`config.mk`:
```
export PLATFORM = sky130hd
export DESIGN_NAME = range_stream_gen
export DESIGN_NICKNAME = d
export VERILOG_FILES = /design/src/rtl/range_pkg.sv /design/src/rtl/range_sample_buf.sv /design/src/rtl/range_stream_gen.sv
export SDC_FILE = /design/constraint.sdc
export NUM_CORES = 1
export LEC_CHECK = 0
export ABC_AREA = 1
export BUFFER_PORTS_ARGS = -buffer_cell sky130_fd_sc_hd__buf_4
export CAP_MARGIN = 20
export CELL_PAD_IN_SITES_DETAIL_PLACEMENT = 1
export CELL_PAD_IN_SITES_GLOBAL_PLACEMENT = 1
export CORE_MARGIN = 4
export CORE_UTILIZATION = 45
export CTS_CLUSTER_SIZE = 24
export DETAILED_ROUTE_END_ITERATION = 10
export GPL_TIMING_DRIVEN = 0
export HOLD_SLACK_MARGIN = 0.06
export PLACE_DENSITY = 0.85
export SYNTH_ARGS = -nofsm -noshare
export SYNTH_HDL_FRONTEND = slang
export SYNTH_SLANG_ARGS = --single-unit
```
`constraint.sdc`:
```
create_clock -name clock -period 4.51 [get_ports clock]
set_input_delay 0.451 -clock clock [delete_from_list [all_inputs] [get_ports clock]]
set_output_delay 0.451 -clock clock [all_outputs]
set_load 0.05 [all_outputs]
```
`src/rtl/range_pkg.sv`:
```
// range_pkg
//   Shared definitions for the range-finder stream source.
//   - state_t          : playback FSM states (IDLE, PLAY, FLUSH)
//   - DEF_WIDTH/DEPTH  : default sample width and buffer capacity
//   - ptr_width()      : address width for a buffer of a given depth
package range_pkg;

  typedef enum logic [1:0] {
    IDLE  = 2'd0,
    PLAY  = 2'd1,
    FLUSH = 2'd2
  } state_t;

  localparam int DEF_WIDTH = 8;
  localparam int DEF_DEPTH = 8;

  // Address width of the sample buffer; a depth of 1 still gets one bit.
  function automatic int ptr_width(input int depth);
    return (depth > 1) ? $clog2(depth) : 1;
  endfunction

endpackage

```
`src/rtl/range_sample_buf.sv`:
```
// range_sample_buf
//   Register file holding the captured samples.
//   Ports:
//     clock  in   rising-edge clock
//     we     in   write enable
//     waddr  in   write address
//     wdata  in   write data
//     raddr  in   read address
//     rdata  out  read data (combinational, so playback has no read latency)
//   Contents are not reset; they are only meaningful below the owner's count.
module range_sample_buf #(
  parameter int WIDTH = 8,
  parameter int DEPTH = 8,
  parameter int AW    = 3
) (
  input  logic             clock,
  input  logic             we,
  input  logic [AW-1:0]    waddr,
  input  logic [WIDTH-1:0] wdata,
  input  logic [AW-1:0]    raddr,
  output logic [WIDTH-1:0] rdata
);

  logic [WIDTH-1:0] r_mem [DEPTH];

  always_ff @(posedge clock) begin
    if (we) begin
      r_mem[waddr] <= wdata;
    end
  end

  assign rdata = r_mem[raddr];

endmodule

```
`src/rtl/range_stream_gen.sv`:
```
// range_stream_gen
//   On-chip stimulus player for the range finder: samples are appended
//   through a write port while idle, and a start replays them one per clock
//   framed by go (first sample) and finish (last sample), followed by a
//   one-cycle settle (FLUSH) and a done pulse.
//   Ports:
//     clock, reset       clock and asynchronous active-high reset
//     wr_en, wr_data     append a sample (IDLE only)
//     clear              empty the buffer, clear sticky flags (IDLE only)
//     start              begin playback (IDLE only)
//     data_out, go, finish  sample stream and framing
//     busy, done, error  status; done/error are one-cycle pulses
//     count, overflow    fill level and sticky dropped-write flag
//     range_in, mismatch optional expected-range check
//   Optional feature macro: RANGE_EXPECT_EN -- tracks min/max of the written
//   samples and compares range_in against max-min during FLUSH. Without it
//   mismatch is tied low and range_in is ignored.
module range_stream_gen
  import range_pkg::*;
#(
  parameter int WIDTH = DEF_WIDTH,
  parameter int DEPTH = DEF_DEPTH
) (
  input  logic                   clock,
  input  logic                   reset,
  input  logic                   wr_en,
  input  logic [WIDTH-1:0]       wr_data,
  input  logic                   clear,
  input  logic                   start,
  output logic [WIDTH-1:0]       data_out,
  output logic                   go,
  output logic                   finish,
  output logic                   busy,
  output logic                   done,
  output logic [$clog2(DEPTH):0] count,
  output logic                   overflow,
  output logic                   error,
  input  logic [WIDTH-1:0]       range_in,
  output logic                   mismatch
);

  localparam int PW = ptr_width(DEPTH);
  localparam int CW = PW + 1;

  state_t           r_state;
  logic [CW-1:0]    r_count;
  logic [PW-1:0]    r_rd_ptr;
  logic [WIDTH-1:0] r_data_out;
  logic             r_go;
  logic             r_finish;
  logic             r_busy;
  logic             r_done;
  logic             r_overflow;
  logic             r_error;
  // Marks that FLUSH just ended, so done lands in the following IDLE cycle.
  logic             r_flush_q;

  logic             w_full;
  logic             w_wr_ok;
  logic             w_last;
  logic [CW-1:0]    w_cnt_idle;
  logic [WIDTH-1:0] w_rdata;

  assign w_full  = (r_count == CW'(DEPTH));
  assign w_wr_ok = (r_state == IDLE) && wr_en && !clear && !w_full;
  assign w_last  = ({1'b0, r_rd_ptr} == (r_count - CW'(1)));

  // Count after this cycle's IDLE write/clear; start decides on this value
  // so a coincident write is included in the playback.
  assign w_cnt_idle = clear   ? '0 :
                      w_wr_ok ? (r_count + CW'(1)) : r_count;

  range_sample_buf #(
    .WIDTH (WIDTH),
    .DEPTH (DEPTH),
    .AW    (PW)
  ) u_buf (
    .clock (clock),
    .we    (w_wr_ok),
    .waddr (r_count[PW-1:0]),
    .wdata (wr_data),
    .raddr (r_rd_ptr),
    .rdata (w_rdata)
  );

  always_ff @(posedge clock or posedge reset) begin
    if (reset) begin
      r_state    <= IDLE;
      r_count    <= '0;
      r_rd_ptr   <= '0;
      r_data_out <= '0;
      r_go       <= 1'b0;
      r_finish   <= 1'b0;
      r_busy     <= 1'b0;
      r_done     <= 1'b0;
      r_overflow <= 1'b0;
      r_error    <= 1'b0;
      r_flush_q  <= 1'b0;
    end else begin
      r_go     <= 1'b0;
      r_finish <= 1'b0;
      r_done   <= 1'b0;
      r_error  <= 1'b0;
      case (r_state)
        IDLE: begin
          r_busy    <= 1'b0;
          r_done    <= r_flush_q;
          r_flush_q <= 1'b0;
          r_count   <= w_cnt_idle;
          if (clear) begin
            r_overflow <= 1'b0;
          end else if (wr_en && w_full) begin
            r_overflow <= 1'b1;
          end
          if (start) begin
            if (w_cnt_idle == '0) begin
              r_error <= 1'b1;
            end else begin
              r_state  <= PLAY;
              r_rd_ptr <= '0;
            end
          end
        end
        PLAY: begin
          r_busy     <= 1'b1;
          r_data_out <= w_rdata;
          r_go       <= (r_rd_ptr == '0);
          r_finish   <= w_last;
          if (w_last) begin
            r_state <= FLUSH;
          end else begin
            r_rd_ptr <= r_rd_ptr + PW'(1);
          end
        end
        FLUSH: begin
          // Settle cycle: data_out holds the last sample.
          r_busy    <= 1'b1;
          r_flush_q <= 1'b1;
          r_state   <= IDLE;
        end
        default: begin
          r_state <= IDLE;
        end
      endcase
    end
  end

  assign data_out = r_data_out;
  assign go       = r_go;
  assign finish   = r_finish;
  assign busy     = r_busy;
  assign done     = r_done;
  assign count    = r_count;
  assign overflow = r_overflow;
  assign error    = r_error;

`ifdef RANGE_EXPECT_EN
  logic [WIDTH-1:0] r_min;
  logic [WIDTH-1:0] r_max;
  logic             r_mismatch;
  logic [WIDTH-1:0] w_exp_range;

  // With a single sample min==max, so the expected range is 0.
  assign w_exp_range = r_max - r_min;

  always_ff @(posedge clock or posedge reset) begin
    if (reset) begin
      r_min      <= '1;
      r_max      <= '0;
      r_mismatch <= 1'b0;
    end else if ((r_state == IDLE) && clear) begin
      r_min      <= '1;
      r_max      <= '0;
      r_mismatch <= 1'b0;
    end else begin
      if (w_wr_ok) begin
        if (wr_data < r_min) r_min <= wr_data;
        if (wr_data > r_max) r_max <= wr_data;
      end
      if ((r_state == FLUSH) && (range_in != w_exp_range)) begin
        r_mismatch <= 1'b1;
      end
    end
  end

  assign mismatch = r_mismatch;
`else
  logic w_unused_range;
  assign w_unused_range = ^range_in;
  assign mismatch       = 1'b0;
`endif

endmodule

```
=== Word-level counts from Yosys, hierarchy flattened ===
Memories as Yosys holds them, arrays and structs flattened. A register that Yosys moved wholly into a read port is not among the register bits.
Cells that the tools add are included.
W data, S select, Z words.

* Flip-flop bits (word level): 16
* Latch bits: 0
* Memory bits (writable): 64
* Memory bits (read-only): 0
* Output and inout port bits: 19
* Word-level logic and storage cells: 61
* Memories: 1

* $add $sub $neg: 3
* Multipliers: 0
* Divide/modulo/power cells: 0
* Order comparisons: 0
* Eq/ne operators: 8
* Shift-type cells: 0
* Multiplexer cells: 22
* Bitwise gates (word level): 0
* Reduce and logical (&&, ||, !) cells: 17

{| class="wikitable"
|+ Memories
! memory !! depth !! bits a word !! read ports !! clocked after memory_dff !! write ports !! RTL line !! RTL
|-
| u_buf.r_mem || 8 || 8 || 1 || 1 || 1 || range_sample_buf.sv:24 || <nowiki>logic [WIDTH-1:0] r_mem [DEPTH];</nowiki>
|}

{| class="wikitable"
|+ Operators by type and width
! cell !! number
|-
| $mux W1 || 10
|-
| $mux W3 || 3
|-
| $mux W4 || 2
|-
| $ne A2 B2 Y1 const B || 4
|-
| $reduce_bool A2 Y1 || 4
|-
| $mux W2 || 3
|-
| $pmux W3 S2 || 1
|-
| $add A4 B1 Y4 const B || 1
|-
| $eq A3 B4 Y1 || 1
|-
| $eq A4 B4 Y1 const B || 1
|-
| $logic_and A1 B1 Y1 || 4
|-
| $logic_not A4 Y1 || 1
|-
| $pmux W1 S2 || 2
|-
| $pmux W2 S2 || 1
|-
| $reduce_and A4 Y1 || 1
|-
| $sub A4 B1 Y4 const B || 1
|-
| $add A3 B1 Y3 const B || 1
|-
| $logic_not A3 Y1 || 1
|-
| $reduce_and A3 Y1 || 1
|-
| $eq A2 B1 Y1 const B || 1
|-
| $eq A2 B2 Y1 const B || 1
|-
| $logic_not A1 Y1 || 2
|-
| $logic_not A2 Y1 || 1
|-
| $reduce_and A2 Y1 || 1
|-
| $reduce_or A2 Y1 || 1
|}

=== Logic depth before layout (Yosys ltp) ===
Gate-level depths: netlist of run 1.

* Depth after elaboration: 10
* Mapped depth: 13
* Depth with buffers taken out: 12

=== Modules after synthesis ===
Synthesis of run 1 repeated with hierarchy kept, for this count alone.

* Cells, all modules: 461
* Area total of the unflattened synthesis: 4261.6 µm²

{| class="wikitable"
|+ Modules (own cells, without submodules)
! module !! times used !! cells each !! area an instance (µm²) !! sequential area each (µm²)
|-
| range_sample_buf || 1 || 295 || 2890.3 || 1921.8
|-
| range_stream_gen || 1 || 166 || 1371.3 || 600.6
|}

=== Worst setup path before layout of run 1 ===
No wires, ideal clock.

* Path type: register -> register
* From: register r_count[1] (netlist: count[1])
* To: memory u_buf.r_mem[1][0], enable pin
* Setup time: 0.383 ns
* Arrival: 2.150 ns
* Required time: 4.127 ns
* Slack: 1.976 ns
* Cell stages (with the launch flop): 8
* Period minus slack after synthesis: 2.534 ns
* Cell sequence: dfrtp_1 > inv_1 > ha_1 > nand2_1 > nor2_2 > nor2_2 > nand2_1 > nor3_1

* Cells in the longest elaborated chain, start to end: 5

{| class="wikitable"
|+ Ends and longest elaborated chain
! what !! RTL line !! RTL
|-
| start: declaration || range_stream_gen.sv:46 || <nowiki>logic [CW-1:0] r_count;</nowiki>
|-
| start signal: assignment || range_stream_gen.sv:109 || <nowiki>r_count <= w_cnt_idle;</nowiki>
|-
| $eq A4 B4 Y1 || range_stream_gen.sv:64 || <nowiki>assign w_full = (r_count == CW'(DEPTH));</nowiki>
|-
| $logic_not A1 Y1 || range_stream_gen.sv:65 || <nowiki>assign w_wr_ok = (r_state == IDLE) && wr_en && !clear && !w_full;</nowiki>
|-
| $logic_and A1 B1 Y1 || range_stream_gen.sv:65 ||
|-
| $mux W1 || range_sample_buf.sv:27 || <nowiki>if (we) begin</nowiki>
|-
| $mux W1 (not written as such) || range_sample_buf.sv:28 || <nowiki>r_mem[waddr] <= wdata;</nowiki>
|-
| end: declaration || range_sample_buf.sv:24 ||
|}

Several ways; a longest one is shown, not always the timed one.

=== Worst setup path in the final report of run 1 ===
* From: register r_count[1] (netlist: count[1])
* To: memory u_buf.r_mem[3][0], enable pin

Same word-level chain as after synthesis.

==> impl_summary.md, run 1 <==
Status
The run finished with clean final reports.

Worst setup path
The setup path with the least slack is of type flip-flop to flip-flop. The critical path goes through inv_1, ha_1, nand2_1, nor2_2, nor2_2, nand2_1, nor2_1. The data arrival time of the critical path is 2630 ps. Together, buffers and inverters on the worst path number 1. In this run the worst path has a maximum fanout of 8. The largest single stage delay on the critical path is approximately 660 ps. The logic depth of the worst register-to-register path is 7.

STA classifies the critical path startpoint as a flip-flop. The kind of end point of the critical path is a flip-flop. The cell family with the largest share of critical-path delay is simple AND/OR/NAND/NOR gates. The critical path runs through a total of 7 cells. On the critical path, the stage with the largest delay is an instance of sky130_fd_sc_hd__nor2_1. At the worst endpoint, the required time is ~4500 ps.

Placed design
The routability congestion estimate is 0.857. At the placement stage, the worst setup path has a slack of 1990 ps. Detailed placement ended at an HPWL of between 7000 and 8000 um. In this run the cell area measured after placement is 4230 um2. The number of buffers inserted by port buffering is 30.

STA
The clock arrives with 12.7 ps of skew. For the final routed database, the setup TNS stands at 0 ps. At the pin with the least slew margin, the transition time is a little under 1000 ps. Across all hold checks on the routed design, the worst slack comes to 282 ps. Based on the critical path, the design can be clocked at up to 0.379 GHz. The final cycle utilization of the critical path is roughly three fifths. Setup violations remaining at the end of the flow were counted as 0. The max-slew violation total from the final report is 0.

The final critical-path setup slack is 1870 ps. The number of hold violations in the final report is 0. Setup repair after global routing left no endpoint under its margin. The normalized max-slew margin is 34.8%. The routed design could run at a clock period as short as 2640 ps.

Power
The maximum vdd ir drop is roughly 0.00021 V. The analysis attributes to cell leakage a power of ~1.8 nW. Total power for the finished layout comes to 3.08 mW.

The cell area power density is around 690 nW/um2.

Logic synthesis
In this run, synthesis produced a sequential element count of slightly below 90. The post-synthesis cell area is about 3900 um2. After synthesis, the mean cell area works out to 11.2 um2. The portion of the post-synthesis area used by sequential elements is between 60% and 70%. The number of nets handed over by synthesis was ~370.

The post-synthesis instance total is about 340. After synthesis, the netlist uses 31 different library cells. The number of warnings reported in the yosys synthesis log is 0. In the post-synthesis netlist, the biggest area contributors are sky130_fd_sc_hd__edfxtp_1, sky130_fd_sc_hd__dfrtp_1, sky130_fd_sc_hd__nor2_1.

Summed over its instances, the top area cell type makes up 49.8% of the synthesized netlist area. The largest area contributor in the netlist is sky130_fd_sc_hd__edfxtp_1.

CTS
Clock tree synthesis found a total of 88 sinks. TritonCTS built the clock tree. The deepest clock path buffer count is 2. Once the clock tree was built, the resizer swapped 0 gates to a different size. The clock root buffer master is sky130_fd_sc_hd__clkbuf_8.

The number of setup buffers added after CTS is 0. Clock-pin slew was measured on the worst setup and hold paths at 100 ps. The insertion delay of the later-clocked pin in the worst-skew pair is 370 ps. The number of hold-repair buffers added at the cts stage is 0.

Buffers inserted during clock tree synthesis total 9. The number of levels the H-tree was split into is 3.

Final layout
The final layout contains 416 nets. The number of antenna cells inserted is 0. The most common cell after layout, fill and taps aside is sky130_fd_sc_hd__edfxtp_1. Leaving out fill and tap cells, the most frequent cells in the layout are sky130_fd_sc_hd__edfxtp_1, sky130_fd_sc_hd__nor2_1, sky130_fd_sc_hd__nand2_1. The share of final-layout standard cells stronger than drive strength 1 is 20.5%. The cell area after layout is approximately 4400 um2. The signed area change from the synthesized netlist to the final layout is 14.9%.

Route
The number of vias after detailed routing is 2844. The post-detailed-route DRC marker count is 0. After detailed routing, the total wire length is between 10000 and 15000 um. The detail route stage leaves a number of antenna-violating nets equal to 0. Dividing the detail-routed wire length by the instance count gives 20.7 um. The first routing iteration left 135 violations. The count of TritonRoute iterations in the first routing pass is 5.

Using the TritonRoute via totals, the vias-per-cell ratio works out to 5.73.

GRT
The first-pass GRT wire length is 16500 um. The number of global-route vias before repair is a little over 3k. The total global routing overflow is 0. Across every metal layer, demand over resource in global routing totals between 20 and 25%. Entering global routing, the biggest net connects 25 pins. The number of antenna violations at the first check in global routing is 0.

Floorplan
The initial utilization of the core area, before any placement, comes to 46.7%. The core box area is 8260 um2. Row generation in the floorplan step produced 33 rows. Measured along the y axis, the die boundary spans 101 um. The area enclosed by the die boundary is 10100 um2.

The die boundary width is 101 um. The top-level port count is 40.

Flow run
The tool flagged a number of max-cap violations equal to 0.

Hold path
The path class of the tightest hold or removal check is input pin to async pin.
[power by group]
group          switching [mW]  internal [mW]  leakage, nW
clock network           0.305          0.263        0.103
registers              0.0926          0.999        0.884
logic                    1.00          0.420        0.781
[synth_stat cells, drive strengths merged]
cell type,instances
a31oi,1
o21bai,1
o22ai,16
edfxtp,64
nand3b,1
a21oi,3
inv,18
clkbuf,6
nand4,5
ha,9
mux2,1
nor2,53
o21ai,34
nor3,2
nand3,36
dfrtp,24
buf,12
nand2,52
conb,1
xnor2,4
[registers in the layout (all words and copies together), names as in the netlist]
register	count
busy	1
count	4
data_out	8
done	1
error	1
finish	1
go	1
overflow	1
r_flush_q	1
r_rd_ptr	3
r_state	2
u_buf.r_mem	64
[worst paths after layout]
path                            from                end  slack [ps]
max in group asynchronous      reset        data_out[6]        3650
max reg2reg                 count[1]  u_buf.r_mem[3][0]        1870
min in group clock             start              error         310
min reg2reg                r_flush_q               done         490
max                         count[1]  u_buf.r_mem[3][0]        1870
min                            reset             finish         280
[kinds of logic after synthesis]
family / synth area share, %
xor+xnor: 0.908
buf+inv: 4.35
other cells: 0.0972
fa+ha+maj: 2.92
flops: 65.4
compound gates: 7.75
simple gates: 18.3
mux: 0.292
[per-layer routing]
| layer | part of all wire, % | global-route usage, % | up-vias |
|---|---|---|---|
| met4 | 3.7 | 9.95 | 0 |
| met5 | 0 | 0 | - |
| met3 | 5.7 | 4.08 | 39 |
| met2 | 49 | 35.4 | 119 |
| met1 | 41 | 27.5 | 1407 |
| li1 | - | - | 1279 |
[final cells by class]
cell class,count,area (um2)
Buffer,18,97.6
Clock inverter,7,80.1
Tap cell,105,131
Timing Repair Buffer,32,240
Clock buffer,9,124
Inverter,18,70.1
Fill cell,911,3820
Multi-Input combinational cell,219,1170
Sequential cell,88,2520
[stage by stage]
stage               cells  utilization (%)
floorplan             343                -
global placement      478             51.0
detailed placement    480             51.2
CTS                   496             53.7
global route          496             53.7
finish                496             53.7
No activity file was read; power rests on OpenSTA's default activity.
==> inputs of run 2 (changes only) <==
- clock period: 4.51 -> 2.47 ns (I/O delays scaled with it)
==> impl_summary.md, run 2 (synthesis results as in run 1) <==
Status
The flow ran to the end, and the final reports show no timing, DRC or antenna violations.

Placed design
The final HPWL from detailed placement is 6870 um (-2.5%). The total placed instance area was 4230 um2 (about the same). The routability congestion estimate was 0.817 (-4.7%).

The number of buffers inserted by port buffering came to 30 (unchanged).

CTS
The clock root buffer master is sky130_fd_sc_hd__clkbuf_8. The number of setup buffers added after CTS was 0 (unchanged). TritonCTS built the clock tree. The CTS clock-pin slew for the worst setup and hold paths is 90 ps (about the same).

The clock sink total is 88 (unchanged). The deepest clock path buffer count came to 2 (unchanged). The insertion delay of the later-clocked pin in the worst-skew pair is 370 ps (about the same). The number of levels the H-tree was split into was 3 (unchanged).

The number of buffers created by CTS was 9 (unchanged).

Floorplan
The top-level port count is 40 (unchanged). The core box area came to 8260 um2 (unchanged). The area enclosed by the die boundary is 10100 um2 (unchanged). The initial core utilization is 46.7% (unchanged). The standard-cell row count is 33 (unchanged). The die boundary height is 101 um (unchanged). The die boundary width is 101 um (unchanged).

Final layout
The signed area change from the synthesized netlist to the final layout is 15.4%. The total area of multi-input combinational cells is 1190 um2 (+1.6%). The number of antenna cells inserted is 0 (unchanged). The top cell types in the final layout, fill and taps aside, are sky130_fd_sc_hd__edfxtp_1, sky130_fd_sc_hd__nor2_1, sky130_fd_sc_hd__nand2_1. The area occupied by registers came to 2520 um2 (unchanged). The most common cell after layout, fill and taps aside is sky130_fd_sc_hd__edfxtp_1.

The flip-flop count of the largest register after layout is 64 (unchanged). The share of final-layout standard cells stronger than drive strength 1 was 21.2% (+0.71 points). The cell area after layout is 4450 um2 (+0.40%).

The register with the most flip-flops in the final layout is u_buf.r_mem. The count of fill cells added during filler insertion is 914 (+0.33%). The post-layout net count is 417 (+0.24%).

Power
The maximum vdd ir drop was 0.000403 V (+92%). The cell area power density is 1230 nW/um2 (+77%). The overall power of the completed layout is 5.49 mW (+78%).

The standby leakage power is 1.76 nW (-0.67%).

Route
The routed length per instance is 20.4 um (-1.5%). The count of TritonRoute iterations in the first routing pass was 5 (unchanged). The number of vias after detailed routing is 2816 (-0.98%). The post-detailed-route DRC marker count is 0 (unchanged). The final wirelength was 10100 um (-1.3%).

The average vias per placed instance came to 5.67 (-1.2%). The number of design-rule violations left by the first detailed-router iteration is 205 (+52%). The number of antenna-violating nets in the routed design is 0 (unchanged).

Worst setup path
The data arrival time of the critical path is 2510 ps (-120 ps). The critical path required time is 2550 ps (-1960 ps). The delay contributed by the slowest stage of the critical path is 570 ps (-90 ps). The critical path's most frequent cell is sky130_fd_sc_hd__nand3_2. The critical path startpoint category is a flip-flop.

The largest fanout of any net on the critical path is 8 (unchanged). The critical path start-end classification is flip-flop to flip-flop. The kind of end point of the critical path is a flip-flop.

The cell type of the slowest stage on the worst timing path is sky130_fd_sc_hd__nor3_1. The combined buffer and inverter count along the critical path was 2 (+1). The cell family with the largest share of critical-path delay is simple AND/OR/NAND/NOR gates. The signal on the critical path passes through inv_1, ha_1, nand3_2, nand3_2, nor3_1, buf_4.

STA
The max-slew violation total from the final report is 0 (unchanged). The final cycle utilization of the critical path is 98.3% (+40 points). The normalized max-slew margin is 34.8% (about the same). The worst clock skew is 7.63 ps (-5.08 ps). Setup repair after global routing could not meet its margin everywhere.

The final critical path time including I/O delays and setup is 2430 ps (-209 ps). The actual transition at the worst max-transition pin was 974 ps (-0.474 ps). The maximum clock frequency was 0.412 GHz (+8.6%). The number of hold violations in the final report was 0 (unchanged).

The final count of negative-setup-slack endpoints came to 0 (unchanged). The total negative setup slack is 0 ps (unchanged).

GRT
The number of antenna violations at the first check in global routing was 0 (unchanged). The first-pass GRT wire length is 16000 um (-2.8%). The combined global-route utilization of all metal layers is 21.2% (-0.28 points). The pin count of the biggest net entering global routing is 25 (unchanged). The total global routing overflow is 0 (unchanged).

The number of global-route vias before repair is 2937 (-5.2%).

Hold path
The tightest min-delay check is of the input pin to flip-flop type.

Flow run
The number of max-cap violations is 0 (unchanged).
run 2: cell count changes in the layout (fill, tap and decap cells not counted), sizes merged:
cell         delta
bufinv          -1
clkbuf          +2
clkinv          -2
clkinvlp        +2
dlygate4sd3     +1
inv             -1
run 2: stage by stage:
step	hold WS, ps	instances	util, %	setup WS (ps)
final	108	497	53.9	41.1
after global routing	92.3	497	53.9	-56.6
after CTS	102	495	53.4	36.9
after detailed placement	468	479	51.2	-45.7
after global placement	456	478	51.1	-132
after floorplan	262	343	-	67.0
run 2: what timing repair did:
action / CTS / global route
setup endpoints to repair: 16 / 41
pin swaps: 0 / 0
hold buffers: 0 / 1
gates resized for setup: 3 / 1
endpoints found under the hold margin: 0 / 7
run 2: power breakdown:
group          internal [mW]  switching [mW]
clock network          0.373           0.540
registers               1.82           0.174
logic                  0.768            1.81
total                   2.96            2.52
run 2: path summary, 6_finish.rpt:
kind,slack [ps],start,depth (start not counted),to
worst max-delay path,40,count[1],6,u_buf.r_mem[6][2]
worst min-delay path,110,wr_data[3],1,u_buf.r_mem[0][3]
worst max register to register,40,count[1],6,u_buf.r_mem[6][2]
worst min register to register,490,r_flush_q,2,done
max in group asynchronous,1620,reset,4,data_out[2]
min in group asynchronous,420,reset,3,finish
run 2: worst reg2reg max path, cell delays in order (launching register included):
cell	delay, ps
sky130_fd_sc_hd__dfrtp_1	540
sky130_fd_sc_hd__inv_1	200
sky130_fd_sc_hd__ha_1	280
sky130_fd_sc_hd__nand3_2	130
sky130_fd_sc_hd__nand3_2	150
sky130_fd_sc_hd__nor3_1	570
sky130_fd_sc_hd__buf_4	280
run 2: cell type report:
cell class	instances	share of cell area [%]
Sequential cell	88	56.7
Multi-Input combinational cell	219	26.7
Timing Repair Buffer	33	6.07
Clock buffer	11	2.95
Tap cell	105	2.95
Buffer	18	2.19
Inverter	18	1.57
Clock inverter	5	0.928
run 2: routing by layer:
layer | part of all wire, % | track usage (%) | up-vias
met5 | 0 | 0 | -
met4 | 1.5 | 7.56 | 0
met3 | 4.8 | 4.15 | 19
met2 | 50 | 34.9 | 89
met1 | 43 | 28.1 | 1425
li1 | - | - | 1283
